## src/rtl/ssg_pkg.sv

```systemverilog
// rtl/ssg_pkg.sv - shared constants for the SSG sound path
package ssg_pkg;
  localparam logic [15:0] SSG_NOISE_SEED  = 16'hF00F;
  localparam logic        SSG_NOISE_LONG  = 1'b0;
  localparam logic        SSG_NOISE_SHORT = 1'b1;
  localparam int          SSG_SAMPLE_W    = 6;
endpackage

```

## src/rtl/ssg_rate_divider.sv

```systemverilog
// rtl/ssg_rate_divider.sv - reloadable down-counter ticking at zero, shared by SSG voices
module ssg_rate_divider #(
  parameter int W = 12
) (
  input  logic         clk_i,
  input  logic         rst_ni,
  input  logic         en_i,
  input  logic         load_i,
  input  logic [W-1:0] period_i,
  output logic         tick_o
);

  logic [W-1:0] count_q, count_d;

  assign tick_o = en_i && (count_q == '0);

  // Period is only sampled at reload, so a new value waits for the running count to expire.
  always_comb begin
    count_d = count_q;
    if (load_i) begin
      count_d = period_i;
    end else if (en_i) begin
      count_d = (count_q == '0) ? period_i : count_q - 1'b1;
    end
  end

  always_ff @(posedge clk_i or negedge rst_ni) begin
    if (!rst_ni) begin
      count_q <= '0;
    end else begin
      count_q <= count_d;
    end
  end

endmodule

```

## src/rtl/lfsr_noise_channel.sv

```systemverilog
// rtl/lfsr_noise_channel.sv - LFSR noise voice with rate divider, long/short mode, seed load and volume
module lfsr_noise_channel
  import ssg_pkg::*;
#(
  parameter int          LFSR_W    = 16,
  parameter int          OUT_W     = SSG_SAMPLE_W,
  parameter int          PER_W     = 12,
  parameter logic [15:0] SEED_DEF  = SSG_NOISE_SEED,
  parameter int          LONG_TAP  = 3,
  parameter int          SHORT_TAP = 6
) (
  input  logic              CLK,
  input  logic              RST,
  input  logic              Enable,
  input  logic              Mode,
  input  logic [PER_W-1:0]  Period,
  input  logic [OUT_W-1:0]  Volume,
  input  logic              SeedLoad,
  input  logic [LFSR_W-1:0] SeedValue,
  output logic [OUT_W-1:0]  Output,
  output logic              Step
);

  localparam logic [LFSR_W-1:0] SEED = LFSR_W'(SEED_DEF);

  generate
    if (LFSR_W < 8) begin : g_bad_width
      $error("lfsr_noise_channel: LFSR_W must be at least 8");
    end
    if (LONG_TAP == 0 || LONG_TAP >= LFSR_W) begin : g_bad_long_tap
      $error("lfsr_noise_channel: LONG_TAP must lie in 1..LFSR_W-1");
    end
    if (SHORT_TAP == 0 || SHORT_TAP >= LFSR_W) begin : g_bad_short_tap
      $error("lfsr_noise_channel: SHORT_TAP must lie in 1..LFSR_W-1");
    end
  endgenerate

  logic [LFSR_W-1:0] lfsr_q, lfsr_d;
  logic [OUT_W-1:0]  out_q, out_d;
  logic              step_q, step_d;
  logic              tick;
  logic              fb;

  ssg_rate_divider #(.W(PER_W)) u_div (
    .clk_i    (CLK),
    .rst_ni   (RST),
    .en_i     (Enable),
    .load_i   (SeedLoad),
    .period_i (Period),
    .tick_o   (tick)
  );

  assign fb = lfsr_q[0] ^ ((Mode == SSG_NOISE_SHORT) ? lfsr_q[SHORT_TAP] : lfsr_q[LONG_TAP]);

  // A seed load wins over a coincident shift; a zero seed would lock the register up.
  always_comb begin
    lfsr_d = lfsr_q;
    step_d = 1'b0;
    out_d  = '0;
    if (Enable) begin
      out_d = lfsr_q[0] ? Volume : '0;
    end
    if (SeedLoad) begin
      lfsr_d = (SeedValue == '0) ? SEED : SeedValue;
    end else if (tick) begin
      lfsr_d = {fb, lfsr_q[LFSR_W-1:1]};
      step_d = 1'b1;
    end
  end

  always_ff @(posedge CLK or negedge RST) begin
    if (!RST) begin
      lfsr_q <= SEED;
      out_q  <= '0;
      step_q <= 1'b0;
    end else begin
      lfsr_q <= lfsr_d;
      out_q  <= out_d;
      step_q <= step_d;
    end
  end

  assign Output = out_q;
  assign Step   = step_q;

endmodule
```

## config.mk

```make
export PLATFORM = sky130hd
export DESIGN_NAME = lfsr_noise_channel
export DESIGN_NICKNAME = d
export VERILOG_FILES = /design/src/rtl/ssg_pkg.sv /design/src/rtl/ssg_rate_divider.sv /design/src/rtl/lfsr_noise_channel.sv
export SDC_FILE = /design/constraint.sdc
export NUM_CORES = 1
export LEC_CHECK = 0
export BUFFER_PORTS_ARGS = -buffer_cell sky130_fd_sc_hd__clkbuf_2
export CAP_MARGIN = 20
export CELL_PAD_IN_SITES_DETAIL_PLACEMENT = 0
export CELL_PAD_IN_SITES_GLOBAL_PLACEMENT = 1
export CORE_MARGIN = 2
export CORE_UTILIZATION = 35
export CTS_BUF_LIST = sky130_fd_sc_hd__clkbuf_8
export DETAILED_ROUTE_END_ITERATION = 12
export PLACE_DENSITY = 0.7
export SETUP_SLACK_MARGIN = 0.4
export SLEW_MARGIN = 20
export SYNTH_ARGS = -nofsm -noshare
export SYNTH_HDL_FRONTEND = slang
export SYNTH_SLANG_ARGS = --single-unit
```

## constraint.sdc

```tcl
create_clock -name CLK -period 2.6 [get_ports CLK]
set_clock_uncertainty 0.1 [all_clocks]
set_input_delay 0.26 -clock CLK [delete_from_list [all_inputs] [get_ports CLK]]
set_output_delay 0.26 -clock CLK [all_outputs]
set_load 0.02 [all_outputs]
```

=== Yosys cells after proc, flatten, opt, wreduce, memory -nomap -nowiden ===
Cells that the tools add are included.

* $add $sub $neg: 1
* Multiply operators: 0
* Div/mod/pow operators: 0
* $lt $le $gt $ge: 0
* Equal/unequal tests: 0
* Shift operators: 0
* Muxes and demuxes: 11
* Bitwise logic cells: 1
* Reduce and logical (&&, ||, !) cells: 5

{| class="wikitable"
|+ Operators by type and width
! kind !! number
|-
| 2-to-1 mux 16 bit || 3
|-
| 2-to-1 mux 12 bit || 3
|-
| logical NOT 16 bit || 1
|-
| logical NOT 12 bit || 1
|-
| 2-to-1 mux 6 bit || 2
|-
| subtractor 12 x 1 -> 12 bit, second input constant || 1
|-
| nonzero test 2 bit || 2
|-
| 2-to-1 mux 1 bit || 3
|-
| logical AND 1 bit || 1
|-
| bitwise XOR 1 bit || 1
|}

* Register bits after elaboration: 35
* Bits in latches: 0
* Bits in writable memories: 0
* ROM bits: 0
* Input port bits: 39
* Output and inout port bits: 7
* Memories: 0

=== Longest topological paths before layout ===
* Word-level depth: 4
* Depth in mapped cells: 7

=== Modules after synthesis ===
A second synthesis with hierarchy kept.

* Cells, all modules: 178
* Area total of the unflattened synthesis: 1914.3 um^2

{| class="wikitable"
|+ By module, submodules not included
! module !! times used !! cells an instance !! area each (um^2) !! sequential area each (um^2)
|-
| lfsr_noise_channel || 1 || 84 || 1056.0 || 585.6
|-
| ssg_rate_divider || 1 || 94 || 858.3 || 300.3
|}

=== Worst setup path after synthesis ===
No wires, ideal clock.

* Path kind: register to register
* From: register u_div.count_q[0]
* To: register lfsr_q[11]
* Arrival: 1727 ps
* Slack: 636 ps
* Cell stages (with the launch flop): 8
* Path buffers: 1
* Period minus slack after synthesis: 1964 ps
* Cell sequence: dfrtp_1 inv_1 ha_1 nor4b_4 nand3_4 buf_6 mux2i_1 o22ai_1

* Word-level cells in the longest chain between the ends: 3

{| class="wikitable"
|+ Ends and longest elaborated chain
! what !! line !! RTL
|-
| from (decl) || ssg_rate_divider.sv:13 || <nowiki>logic [W-1:0] count_q, count_d;</nowiki>
|-
| from (signal assigned) || ssg_rate_divider.sv:31 || <nowiki>count_q <= count_d;</nowiki>
|-
| logical NOT 12 bit || ssg_rate_divider.sv:15 || <nowiki>assign tick_o = en_i && (count_q == '0);</nowiki>
|-
| logical AND 1 bit || ssg_rate_divider.sv:15 ||
|-
| nonzero test 2 bit (no line) || n/a ||
|-
| to (signal assigned) || lfsr_noise_channel.sv:77 || <nowiki>lfsr_q <= lfsr_d;</nowiki>
|-
| to (decl) || lfsr_noise_channel.sv:38 || <nowiki>logic [LFSR_W-1:0] lfsr_q, lfsr_d;</nowiki>
|}

Every way passes these cells.
A chain may end at the register's enable or synchronous reset.

=== Worst setup path after layout ===
* From: register u_div.count_q[0]
* To: register u_div.count_q[7]

* Word-level cells in the longest chain between the ends: 4
* Elaborated cells on any way between the ends: 5
* Classes of those cells: 1 x add/sub; 3 x mux; 1 x reduce/logical

{| class="wikitable"
|+ Ends and longest elaborated chain
! what !! line !! RTL
|-
| subtractor 12 x 1 -> 12 bit / logical NOT 12 bit (equally long branches) || ssg_rate_divider.sv:23 || <nowiki>count_d = (count_q == '0) ? period_i : count_q - 1'b1;</nowiki>
|-
| 2-to-1 mux 12 bit * || ssg_rate_divider.sv:23 ||
|-
| 2-to-1 mux 12 bit * || ssg_rate_divider.sv:22 || <nowiki>end else if (en_i) begin</nowiki>
|-
| 2-to-1 mux 12 bit * || ssg_rate_divider.sv:20 || <nowiki>if (load_i) begin</nowiki>
|}

Every way passes the cells marked *; elsewhere a longest branch is shown, timed or not. The select of a mux whose other input is x is not followed.

==> results_dict.tcl <==
set metrics [dict create \
    die_w_um 77.0 \
    seq_area_frac_synth 0.475 \
    crit_fanout 8 \
    yosysWarningCount 0 \
    synth_flop_cell "dfrtp_1" \
    reg2reg_from "u_div.count_q[0]" \
    crit_path_end "u_div.count_q[7]" \
    arrival_ns 2.13 \
    yosysUniqueCellTypes 42 \
    dr_wl_met2_um 2230 \
    clkLatencyLatePin_ns 0.29 \
    crit_path_start_kind "flip-flop" \
    final-hold-violation-count 21 \
    drc 0 \
    worstRegToRegCells 7 \
    cts-htree-levels 2 \
    viasPerCell 5.29 \
    multi_input_area_um2 907 \
    seqCellArea_um2 886 \
    max_stage_delay_ns 0.46 \
    drt-total-wl_um 4590 \
    p_leak_nw 1.08 \
    num_antenna_cells 0 \
    relSlewSlack 0.395 \
    cts_root_buf "clkbuf_8" \
    clk_path_buf_depth 2 \
    r2r_slack_ns 0.54 \
    wl_per_cell_um 14.9 \
    synth_area_leaders "dfrtp_1, dfstp_2, mux2i_1" \
    finalPower_mw 1.38 \
    coreArea_um2 5110 \
    area_delta_synth_final_pct 22.3 \
    critPathRequiredTime_ns 2.67 \
    die_height_um 77.0 \
    synth_nets 233 \
    dieArea_um2 5920 \
    rsz0062_at_grt "no" \
    path_cells "inv_1, ha_1, nor4b_4, buf_6, a31o_2, and2_1, a311o_1" \
    met1_length_um 2110 \
    finalNetCount 278 \
    setup_viol 0 \
    top_layer_used "met4" \
    ir_drop_uv 244 \
    drtIter0Drc 108 \
    drive_above_1_share 0.315 \
    path_class "flip-flop to flip-flop" \
    firstDrtPassIters 4 \
    cp-end-kind "flip-flop" \
    met3_wirelength_um 236 \
    place.gp.congestion 0.879 \
    violations "negative hold slack" \
    hold_ws_ns -0.0224 \
    synth_largest_area_cell "dfrtp_1" \
    synthArstFlopShare 1.00 \
    ys_ff_latch 35 \
    grt_max_degree 36 \
    vias 1630 \
    max_freq_mhz 486 \
    path_clk_slew_ns 0.09 \
    tns_ns 0 \
    grt_pass1_wl_um 7550 \
    overflow 0 \
    fill_cells 558 \
    grt_pass1_vias 1584 \
    setup_slack_ns 0.544 \
    dpl_cell_area_um2 2150 \
    syn-cell-area_um2 1860 \
    rr_endpoint "u_div.count_q[7]" \
    final_antenna_net_count 0 \
    hold_buffers 0 \
    drv_slew 0 \
    period_share 0.791 \
    hp-class "input pin to async pin" \
    synth_top_area_share 0.363 \
    cts_sinks 35 \
    cts_tree "built" \
    crit_slowest_cell "dfrtp_1" \
    synth_edf_count 0 \
    avgSynthCellArea_um2 9.70 \
    pre_cts_ws_ns 0.508 \
    num_rows 26 \
    outcome "finished, violations left" \
    critPathLaunch "u_div.count_q[0]" \
    netlist_instances 192 \
    start_util 0.365 \
    grtUsageTotal 0.158 \
    io_buffer_count 45 \
    antenna_found_initial 0 \
    dp_hpwl_um 3250 \
    design_area_um2 2280 \
    cts_made_buffers 5 \
    post-route-min-period_ns 2.06 \
    maxCapViolations 0 \
    ios 46 \
    power_density_nw_per_um2 604 \
    worst-slew-pin-transition_ns 0.908 \
]
[cells by family (layout without fill, tap and decap cells)]
group / count (synthesis) / count (layout) / synth area share
buf+inv: 18 / 63 / 0.0470
mux: 10 / 10 / 0.0537
xor+xnor: 3 / 3 / 0.0141
fa+ha+maj: 2 / 2 / 0.0134
flops: 35 / 35 / 0.475
simple gates: 76 / 77 / 0.225
compound gates: 48 / 48 / 0.171
[cell usage after synthesis (2+ instances only)]
cell / count
dfrtp_1: 27
nand2_1: 22
nor2_1: 17
a21oi_1: 11
mux2i_1: 10
o21ai_0: 9
a31oi_1: 8
dfstp_2: 8
nor4_1: 8
and3_1: 7
nor3_1: 7
clkbuf_1: 6
inv_1: 6
buf_2: 4
o22ai_1: 4
a221o_1: 3
nand3_1: 3
xor2_1: 3
a211oi_1: 2
buf_6: 2
ha_1: 2
nor4b_4: 2
o21ai_1: 2
[layer usage]
| metal | vias up | GRT usage |
|---|---|---|
| met5 | - | 0 |
| met4 | 0 | 0.0382 |
| met2 | 52 | 0.261 |
| met3 | 2 | 0.0400 |
| met1 | 783 | 0.208 |
| li1 | 793 | - |
[worst max-delay path, delay by kind of cell, from the launching register on]
kind | cells | cell delay (ns)
AOI/OAI and AO/OA | 2 | 0.53
adders and majority gates | 1 | 0.24
buffers and inverters | 2 | 0.27
DFF | 1 | 0.46
and+or+nand+nor | 2 | 0.34
[layout by cell type, fill, tap and decap left out, types with 4 or more instances in the layout]
cell	count
nor3_1	7
clkbuf_8	5
dfstp_2	8
nand2_1	22
nor2_1	17
a31oi_1	8
inv_1	6
clkbuf_2	45
mux2i_1	10
and3_1	6
o21ai_0	9
dfrtp_1	27
o22ai_1	4
nor4_1	7
a21oi_1	11
[report_power, final]
group	internal, mW	switching (mW)
sequential	0.600	0.0543
combinational	0.0891	0.113
clock	0.291	0.230
total	0.980	0.396
[final cells by class]
cell class                 count  share of cell area
multi-input combinational    140               0.398
sequential                    35               0.389
timing repair buffer          49               0.114
tap                           70              0.0384
clock buffer                   5              0.0302
clock inverter                 3              0.0209
inverter                       6             0.00988
[sequential cells by signal (all words and copies together) (netlist names)]
signal,flops
u_div.count_q,12
lfsr_q,16
Output,6
Step,1
[worst min-delay path by stage]
stage,end,slack [ns],depth (start not counted)
floorplan,Output[0],-0.14,0
finish,lfsr_q[4],-0.02,1
global route,lfsr_q[4],0.04,1
detailed placement,Output[0],0.33,1
CTS,Output[0],0.02,1
global placement,lfsr_q[4],0.33,1
[stage by stage]
step	std cells	utilization	hold WS, ns
final	308	0.446	-0.0224
after floorplan	192	-	-0.136
after global routing	308	0.446	0.0360
after CTS	307	0.443	0.0163
after detailed placement	299	0.420	0.335
after global placement	299	0.420	0.327
[timing repair]
| action | 4_1_cts | 5_1_grt |
|---|---|---|
| buffers inserted | 0 | 0 |
| resized for setup | 0 | 2 |
| setup endpoints to repair | 0 | 12 |
(Power assumes the default switching activity.)
